<file path="src/rtl/multi_bay_parking_meter_pkg.sv">
// Shared types, defaults and helpers for the multi-bay parking meter.
// Imported by the interface, the display scanner and the top level.
package parking_pkg;

  typedef enum logic [1:0] {DS_IDLE, DS_LOW, DS_HIGH, DS_OFF} disp_state_t;

  localparam int DEF_ADD0      = 60;
  localparam int DEF_ADD1      = 120;
  localparam int DEF_ADD2      = 180;
  localparam int DEF_ADD3      = 300;
  localparam int DEF_PRESET_LO = 16;
  localparam int DEF_PRESET_HI = 150;

  function automatic int clog2_f(input int value);
    int r;
    r = 0;
    for (int i = 0; i < 31; i++) begin
      if ((1 << i) < value) r = i + 1;
    end
    return r;
  endfunction

  // Active-low abcdefg; codes above 9 blank every segment.
  function automatic logic [6:0] seg_pattern(input logic [3:0] digit);
    logic [6:0] p;
    case (digit)
      4'd0:    p = 7'b0000001;
      4'd1:    p = 7'b1001111;
      4'd2:    p = 7'b0010010;
      4'd3:    p = 7'b0000110;
      4'd4:    p = 7'b1001100;
      4'd5:    p = 7'b0100100;
      4'd6:    p = 7'b0100000;
      4'd7:    p = 7'b0001111;
      4'd8:    p = 7'b0000000;
      4'd9:    p = 7'b0000100;
      default: p = 7'b1111111;
    endcase
    return p;
  endfunction

endpackage

</file>
<file path="src/rtl/multi_bay_parking_meter_if.sv">
// Bay-select / coin / preset inputs and display / status outputs of the meter.
// The meter is the slave; whatever drives coins and reads the display is the master.
interface multi_bay_parking_meter_if #(parameter int NUM_BAYS = 4);
  import parking_pkg::*;

  localparam int SEL_W = (clog2_f(NUM_BAYS) < 1) ? 1 : clog2_f(NUM_BAYS);

  logic [SEL_W-1:0]    bay_sel;
  logic [3:0]          add;
  logic                preset_lo;
  logic                preset_hi;
  logic [15:0]         val;
  logic [6:0]          led_seg;
  logic [3:0]          an;
  logic [NUM_BAYS-1:0] expired;
  logic [NUM_BAYS-1:0] low_time;

  modport master (
    output bay_sel, add, preset_lo, preset_hi,
    input  val, led_seg, an, expired, low_time
  );

  modport slave (
    input  bay_sel, add, preset_lo, preset_hi,
    output val, led_seg, an, expired, low_time
  );

endinterface

</file>
<file path="src/rtl/multi_bay_parking_meter_seg_scan.sv">
// Multiplexed 4-digit 7-segment driver: walks thousands..ones every SCAN_DIV clocks.
// While blanked the anodes are all off and the segment register keeps its last pattern.
module parking_seg_scan
  import parking_pkg::*;
#(
  parameter int SCAN_DIV = 1
) (
  input  logic        clk,
  input  logic        rst,
  input  logic [15:0] bcd,
  input  logic        blank,
  output logic [6:0]  led_seg,
  output logic [3:0]  an
);

  localparam int DIV_W = (clog2_f(SCAN_DIV) < 1) ? 1 : clog2_f(SCAN_DIV);

  logic [DIV_W-1:0] div;
  logic [1:0]       idx;
  logic [3:0]       digit;

  always_comb begin
    digit = bcd[3:0];
    case (idx)
      2'd0:    digit = bcd[15:12];
      2'd1:    digit = bcd[11:8];
      2'd2:    digit = bcd[7:4];
      default: digit = bcd[3:0];
    endcase
  end

  always_ff @(posedge clk) begin
    if (rst) begin
      div     <= '0;
      idx     <= 2'd0;
      an      <= 4'hF;
      led_seg <= 7'h7F;
    end else begin
      if (div == DIV_W'(SCAN_DIV - 1)) begin
        div <= '0;
        idx <= idx + 2'd1;
      end else begin
        div <= div + 1'b1;
      end
      if (blank) begin
        an <= 4'hF;
      end else begin
        an      <= ~(4'b1000 >> idx);
        led_seg <= seg_pattern(digit);
      end
    end
  end

endmodule

</file>
<file path="src/rtl/multi_bay_parking_meter.sv">
// Multi-bay parking meter: per-bay second countdowns on a shared free-running tick,
// coin/preset actions on the selected bay, BCD readout and blinking display.
module multi_bay_parking_meter
  import parking_pkg::*;
#(
  parameter int CLK_HZ     = 100,
  parameter int NUM_BAYS   = 4,
  parameter int MAX_TIME   = 9999,
  parameter int ADD0       = DEF_ADD0,
  parameter int ADD1       = DEF_ADD1,
  parameter int ADD2       = DEF_ADD2,
  parameter int ADD3       = DEF_ADD3,
  parameter int PRESET_LO  = DEF_PRESET_LO,
  parameter int PRESET_HI  = DEF_PRESET_HI,
  parameter int LOW_THRESH = 180,
  parameter int SCAN_DIV   = 1
) (
  input logic clk,
  input logic rst,
  multi_bay_parking_meter_if.slave bus
);

  localparam int CNT_W = clog2_f(MAX_TIME + 1);
  localparam int PRE_W = (clog2_f(CLK_HZ) < 1) ? 1 : clog2_f(CLK_HZ);

  logic [PRE_W-1:0] presc;
  logic             tick;
  logic [CNT_W-1:0] count [NUM_BAYS];
  logic             sel_valid;
  logic [CNT_W-1:0] sel_cnt;
  logic             act;
  logic [CNT_W-1:0] act_val;
  logic [CNT_W-1:0] add_amt;
  logic [CNT_W:0]   sum;
  logic [15:0]      bcd_next;
  logic [CNT_W-1:0] disp_cnt;
  logic             disp_valid;
  disp_state_t      disp_state;
  logic             blank;

  // Never cleared by coin activity, so one bay's coin cannot stretch the others' seconds.
  assign tick = (presc == PRE_W'(CLK_HZ - 1));

  always_ff @(posedge clk) begin
    if (rst || tick) presc <= '0;
    else             presc <= presc + 1'b1;
  end

  assign sel_valid = (32'(bus.bay_sel) < NUM_BAYS);

  always_comb begin
    sel_cnt = '0;
    act     = 1'b0;
    act_val = '0;
    add_amt = '0;
    sum     = '0;
    if (sel_valid) sel_cnt = count[bus.bay_sel];
    if (bus.preset_lo) begin
      act     = 1'b1;
      act_val = CNT_W'(PRESET_LO);
    end else if (bus.preset_hi) begin
      act     = 1'b1;
      act_val = CNT_W'(PRESET_HI);
    end else if (|bus.add) begin
      act = 1'b1;
      if (bus.add[3])      add_amt = CNT_W'(ADD3);
      else if (bus.add[2]) add_amt = CNT_W'(ADD2);
      else if (bus.add[1]) add_amt = CNT_W'(ADD1);
      else                 add_amt = CNT_W'(ADD0);
      sum     = {1'b0, sel_cnt} + {1'b0, add_amt};
      act_val = (sum > (CNT_W + 1)'(MAX_TIME)) ? CNT_W'(MAX_TIME) : sum[CNT_W-1:0];
    end
    if (!sel_valid) act = 1'b0;
  end

  // A written bay skips the decrement of a coincident tick; the other bays still count down.
  always_ff @(posedge clk) begin
    for (int i = 0; i < NUM_BAYS; i++) begin
      if (rst)                                     count[i] <= '0;
      else if (act && int'(bus.bay_sel) == i)      count[i] <= act_val;
      else if (tick && count[i] != '0)             count[i] <= count[i] - 1'b1;
    end
  end

  always_comb begin
    bus.expired  = '0;
    bus.low_time = '0;
    for (int i = 0; i < NUM_BAYS; i++) begin
      bus.expired[i]  = (count[i] == '0);
      bus.low_time[i] = (count[i] != '0) && (32'(count[i]) < LOW_THRESH);
    end
  end

  always_comb begin
    int unsigned c;
    c        = 32'(sel_cnt);
    bcd_next = {4'(c / 1000), 4'((c / 100) % 10), 4'((c / 10) % 10), 4'(c % 10)};
  end

  always_ff @(posedge clk) begin
    if (rst) begin
      bus.val    <= '0;
      disp_cnt   <= '0;
      disp_valid <= 1'b0;
    end else begin
      bus.val    <= bcd_next;
      disp_cnt   <= sel_cnt;
      disp_valid <= sel_valid;
    end
  end

  // Blink mode follows the same registered count that feeds val.
  always_comb begin
    disp_state = DS_OFF;
    blank      = 1'b1;
    if (disp_valid) begin
      if (disp_cnt == '0)                   disp_state = DS_IDLE;
      else if (32'(disp_cnt) < LOW_THRESH)  disp_state = DS_LOW;
      else                                  disp_state = DS_HIGH;
    end
    case (disp_state)
      DS_IDLE: blank = (32'(presc) >= CLK_HZ / 2);
      DS_LOW:  blank = disp_cnt[0];
      DS_HIGH: blank = 1'b0;
      default: blank = 1'b1;
    endcase
  end

  parking_seg_scan #(.SCAN_DIV(SCAN_DIV)) u_scan (
    .clk     (clk),
    .rst     (rst),
    .bcd     (bus.val),
    .blank   (blank),
    .led_seg (bus.led_seg),
    .an      (bus.an)
  );

endmodule

</file>
<file path="src/flat_wrapper.sv">
// flat-port wrapper written by rule: the top's interface ports become plain ports
module multi_bay_parking_meter_flat import parking_pkg::*;
#(
  parameter int CLK_HZ     = 100,
  parameter int NUM_BAYS   = 4,
  parameter int MAX_TIME   = 9999,
  parameter int ADD0       = DEF_ADD0,
  parameter int ADD1       = DEF_ADD1,
  parameter int ADD2       = DEF_ADD2,
  parameter int ADD3       = DEF_ADD3,
  parameter int PRESET_LO  = DEF_PRESET_LO,
  parameter int PRESET_HI  = DEF_PRESET_HI,
  parameter int LOW_THRESH = 180,
  parameter int SCAN_DIV   = 1
)
  (clk, rst, bus_bay_sel, bus_add, bus_preset_lo, bus_preset_hi, bus_val, bus_led_seg, bus_an, bus_expired, bus_low_time);
  multi_bay_parking_meter_if #(.NUM_BAYS(NUM_BAYS)) bus_i ();
  input logic clk;
  input logic rst;
  input wire logic [$bits(bus_i.bay_sel)-1:0] bus_bay_sel;
  input wire logic [$bits(bus_i.add)-1:0] bus_add;
  input wire logic [$bits(bus_i.preset_lo)-1:0] bus_preset_lo;
  input wire logic [$bits(bus_i.preset_hi)-1:0] bus_preset_hi;
  output wire logic [$bits(bus_i.val)-1:0] bus_val;
  output wire logic [$bits(bus_i.led_seg)-1:0] bus_led_seg;
  output wire logic [$bits(bus_i.an)-1:0] bus_an;
  output wire logic [$bits(bus_i.expired)-1:0] bus_expired;
  output wire logic [$bits(bus_i.low_time)-1:0] bus_low_time;
  assign bus_i.bay_sel = bus_bay_sel;
  assign bus_i.add = bus_add;
  assign bus_i.preset_lo = bus_preset_lo;
  assign bus_i.preset_hi = bus_preset_hi;
  assign bus_val = bus_i.val;
  assign bus_led_seg = bus_i.led_seg;
  assign bus_an = bus_i.an;
  assign bus_expired = bus_i.expired;
  assign bus_low_time = bus_i.low_time;
  multi_bay_parking_meter #(.CLK_HZ(CLK_HZ), .NUM_BAYS(NUM_BAYS), .MAX_TIME(MAX_TIME), .ADD0(ADD0), .ADD1(ADD1), .ADD2(ADD2), .ADD3(ADD3), .PRESET_LO(PRESET_LO), .PRESET_HI(PRESET_HI), .LOW_THRESH(LOW_THRESH), .SCAN_DIV(SCAN_DIV)) u_core (.clk(clk), .rst(rst), .bus(bus_i));
endmodule
</file>
<file path="config.mk">
export PLATFORM = sky130hd
export DESIGN_NAME = multi_bay_parking_meter_flat
export DESIGN_NICKNAME = d
export VERILOG_FILES = /design/src/rtl/multi_bay_parking_meter_pkg.sv /design/src/rtl/multi_bay_parking_meter_if.sv /design/src/rtl/multi_bay_parking_meter_seg_scan.sv /design/src/rtl/multi_bay_parking_meter.sv /design/src/flat_wrapper.sv
export SDC_FILE = /design/constraint.sdc
export NUM_CORES = 1
export LEC_CHECK = 0
export ABC_AREA = 1
export BUFFER_PORTS_ARGS = -buffer_cell sky130_fd_sc_hd__buf_2
export CORE_MARGIN = 5
export CORE_UTILIZATION = 60
export CTS_CLUSTER_SIZE = 12
export DETAILED_ROUTE_END_ITERATION = 10
export PLACE_DENSITY_LB_ADDON = 0.08
export RECOVER_POWER = 25
export SETUP_SLACK_MARGIN = 0.3
export SYNTH_ARGS = -nofsm -noshare
export SYNTH_HDL_FRONTEND = slang
export SYNTH_SLANG_ARGS = --single-unit
</file>
<file path="constraint.sdc">
create_clock -name clk -period 8.9 [get_ports clk]
set_clock_uncertainty 0.1 [all_clocks]
set_input_delay 1.78 -clock clk [delete_from_list [all_inputs] [get_ports clk]]
set_output_delay 1.78 -clock clk [all_outputs]
set_load 0.1 [all_outputs]
</file>
==> impl_metrics.tcl <==
set metrics [dict create \
    n_antenna_cell 0 \
    clk_path_buf_depth 2 \
    drt_wl_total_mm 35.3 \
    syn_area_mm2 0.0117 \
    fin_setup_tns_ns 0 \
    worstSetupPathType "primary input to flop" \
    via_per_inst 5.72 \
    fp.coreArea_mm2 0.0193 \
    critPathMaxFanout 13 \
    antenna_left 0 \
    yosysTopAreaCell "nand2_1" \
    synth_edf_count 56 \
    required_ns 8.97 \
    grt_use_total_pct 28.4 \
    nets 2048 \
    slew_viol_final 32 \
    fillerInstances 1621 \
    design_area_mm2 0.0142 \
    antenna_found_initial 1 \
    port_buffers 44 \
    finalSetupViolCount 0 \
    max_slew_margin_pct -13.2 \
    yosys_most_used_dff "edfxtp_1" \
    cts_tree "yes" \
    root_buffer "clkbuf_16" \
    yosysSeqAreaShare_pct 23.0 \
    synth_cell_types 65 \
    finalHoldViolCount 0 \
    place_congestion 0.967 \
    fp.dieW_um 150 \
    grt_setup_unrepaired "true" \
    worstHoldPathType "flop to flop" \
    die_area_mm2 0.0225 \
    cts_hold_buffers 0 \
    yosysWarningCount 0 \
    synth_most_common_cell "nand2_1" \
    max_stage_delay_ns 0.20 \
    cap_violations 1 \
    fin_crit_sh_pct 96.5 \
    synth_nets 1907 \
    path_clk_slew_ns 0.07 \
    critPathSlowestCell "a21oi_4" \
    placed_area_mm2 0.0124 \
    clkLatencyLatePin_ns 0.36 \
    layout-drive-gt1-share_pct 21.3 \
    post-place-cells 2187 \
    grt_pass1_wl_mm 52.3 \
    route.detailed.drc 0 \
    cpLargestDelayFamily "simple AND/OR/NAND/NOR gates" \
    crit_buf_inv 8 \
    instances_no_fill 2276 \
    areaGrowthSynthToFinish_pct 20.6 \
    cpMostUsedCell "nand2_1" \
    grt_max_degree 34 \
    core.rowCount 51 \
    violations "capacitance limit, slew limit" \
    start_util_pct 60.7 \
    vias 13000 \
    post-route-min-period_ns 8.59 \
    cts_buffers 9 \
    max_clock_freq_mhz 116 \
    synth_common_cells "nand2_1, inv_1, nor2_1" \
    synthDominantCellAreaShare_pct 16.4 \
    cts_max_level 3 \
    hpwl_mm 25.3 \
    outcome "finished, violations left" \
    dr.pass1.iters 6 \
    avgSynthCellArea_um2 6.29 \
    io_pins 45 \
    crit_arrival_ns 8.66 \
    clock_sinks 107 \
    first_global_vias 10800 \
    async_flop_share_pct 0 \
    worstMarginPinSlew_ns 1.70 \
    setup.worst_path.start_class "primary input" \
    synth_cells 1865 \
    ys_ff_latch 107 \
    first_iter_violations 1071 \
    synth_area_leaders "nand2_1, edfxtp_1, dfxtp_1" \
    grt-ovfl-total 0 \
    routedWlPerCell_um 15.5 \
    end_kind "flop" \
    die_h_um 150 \
]
## cell type report
cell class,instances,area [um^2],share of cell area (%)
clock buffers,11,264,1.87
well taps,265,332,2.34
clock inverters,5,32.5,0.230
repair buffers,160,1150,8.10
inverters,273,1050,7.40
multi-input cells,1455,8630,61.0
flip-flops and latches,107,2700,19.1
## layer usage
metal	GRT usage (%)	wire length (um)
met2	45.7	16300
met3	3.76	2870
met5	0	8
met4	4.62	598
met1	41.3	15500
## worst reg2reg max path: cells and delay by family, from the launching register on
family / cells / cell delay [ns]
AO/OA/AOI/OAI: 4 / 0.53
buffers and inverters: 7 / 0.87
adder cells (fa/ha/maj): 1 / 0.21
AND/OR/NAND/NOR: 43 / 5.14
flip-flops: 1 / 0.51
## worst paths after layout
check | from | slack, ns | cells after the start | to
setup reg to reg | u_core.count[0][11] | 1.37 | 55 | u_core.bus.val[1]
setup / recovery | bus_bay_sel[0] | 0.31 | 57 | u_core.bus.val[1]
hold reg to reg | u_core.presc[0] | 0.37 | 1 | u_core.presc[0]
hold / removal | u_core.presc[0] | 0.37 | 1 | u_core.presc[0]
## stage by stage
| stage | utilization (%) | setup slack [ns] | hold WS (ns) |
|---|---|---|---|
| floorplan | - | 0.799 | 0.330 |
| global placement | 64.3 | 0.000444 | 0.348 |
| detailed placement | 64.3 | -0.338 | 0.358 |
| CTS | 66.2 | 0.299 | 0.376 |
| global route | 73.2 | -0.209 | 0.402 |
| finish | 73.2 | 0.308 | 0.366 |
## layout by cell type, fill, tap and decap left out, types with 24 or more instances in the layout
| cell type | count |
|---|---|
| inv_2 | 25 |
| dfxtp_1 | 51 |
| nand3_2 | 32 |
| buf_4 | 99 |
| inv_1 | 232 |
| nand4_1 | 47 |
| xor2_1 | 66 |
| ha_1 | 30 |
| clkbuf_1 | 24 |
| o21ai_0 | 103 |
| nor2_1 | 168 |
| nor3_1 | 27 |
| nor2_2 | 25 |
| nand2_1 | 454 |
| nand2_2 | 66 |
| nand2_4 | 34 |
| nand3_1 | 139 |
| edfxtp_1 | 56 |
| a21oi_1 | 47 |
## flip-flops by register name, indices dropped and copies added (netlist names)
| register | count |
|---|---|
| u_core.u_scan.an | 4 |
| u_core.bus.val | 15 |
| u_core.presc | 7 |
| u_core.u_scan.div | 1 |
| u_core.disp_valid | 1 |
| u_core.u_scan.led_seg | 7 |
| u_core.count | 56 |
| u_core.disp_cnt | 14 |
| u_core.u_scan.idx | 2 |
## logic make-up after synthesis
kind of cell             after synthesis  share of synthesized area (%)
XOR/XNOR                              87                           6.56
buffers and inverters                307                           10.6
adder cells (fa/ha/maj)               32                           3.48
flip-flops                           107                           23.0
AO/OA/AOI/OAI                        259                           13.0
other                                  1                         0.0320
AND/OR/NAND/NOR                     1072                           43.2
## timing repair
| item | CTS | global route |
|---|---|---|
| buffers inserted | 5 | 64 |
| endpoints found under the hold margin | 0 | 0 |
| resized for setup | 11 | 224 |
| cloned | 0 | 4 |
| pin swaps | 3 | 81 |
| setup endpoints to repair | 7 | 11 |
Power is left out: the tool's default activity adds up to more than one toggle a clock period on the data nets, which glitch-free logic cannot reach.
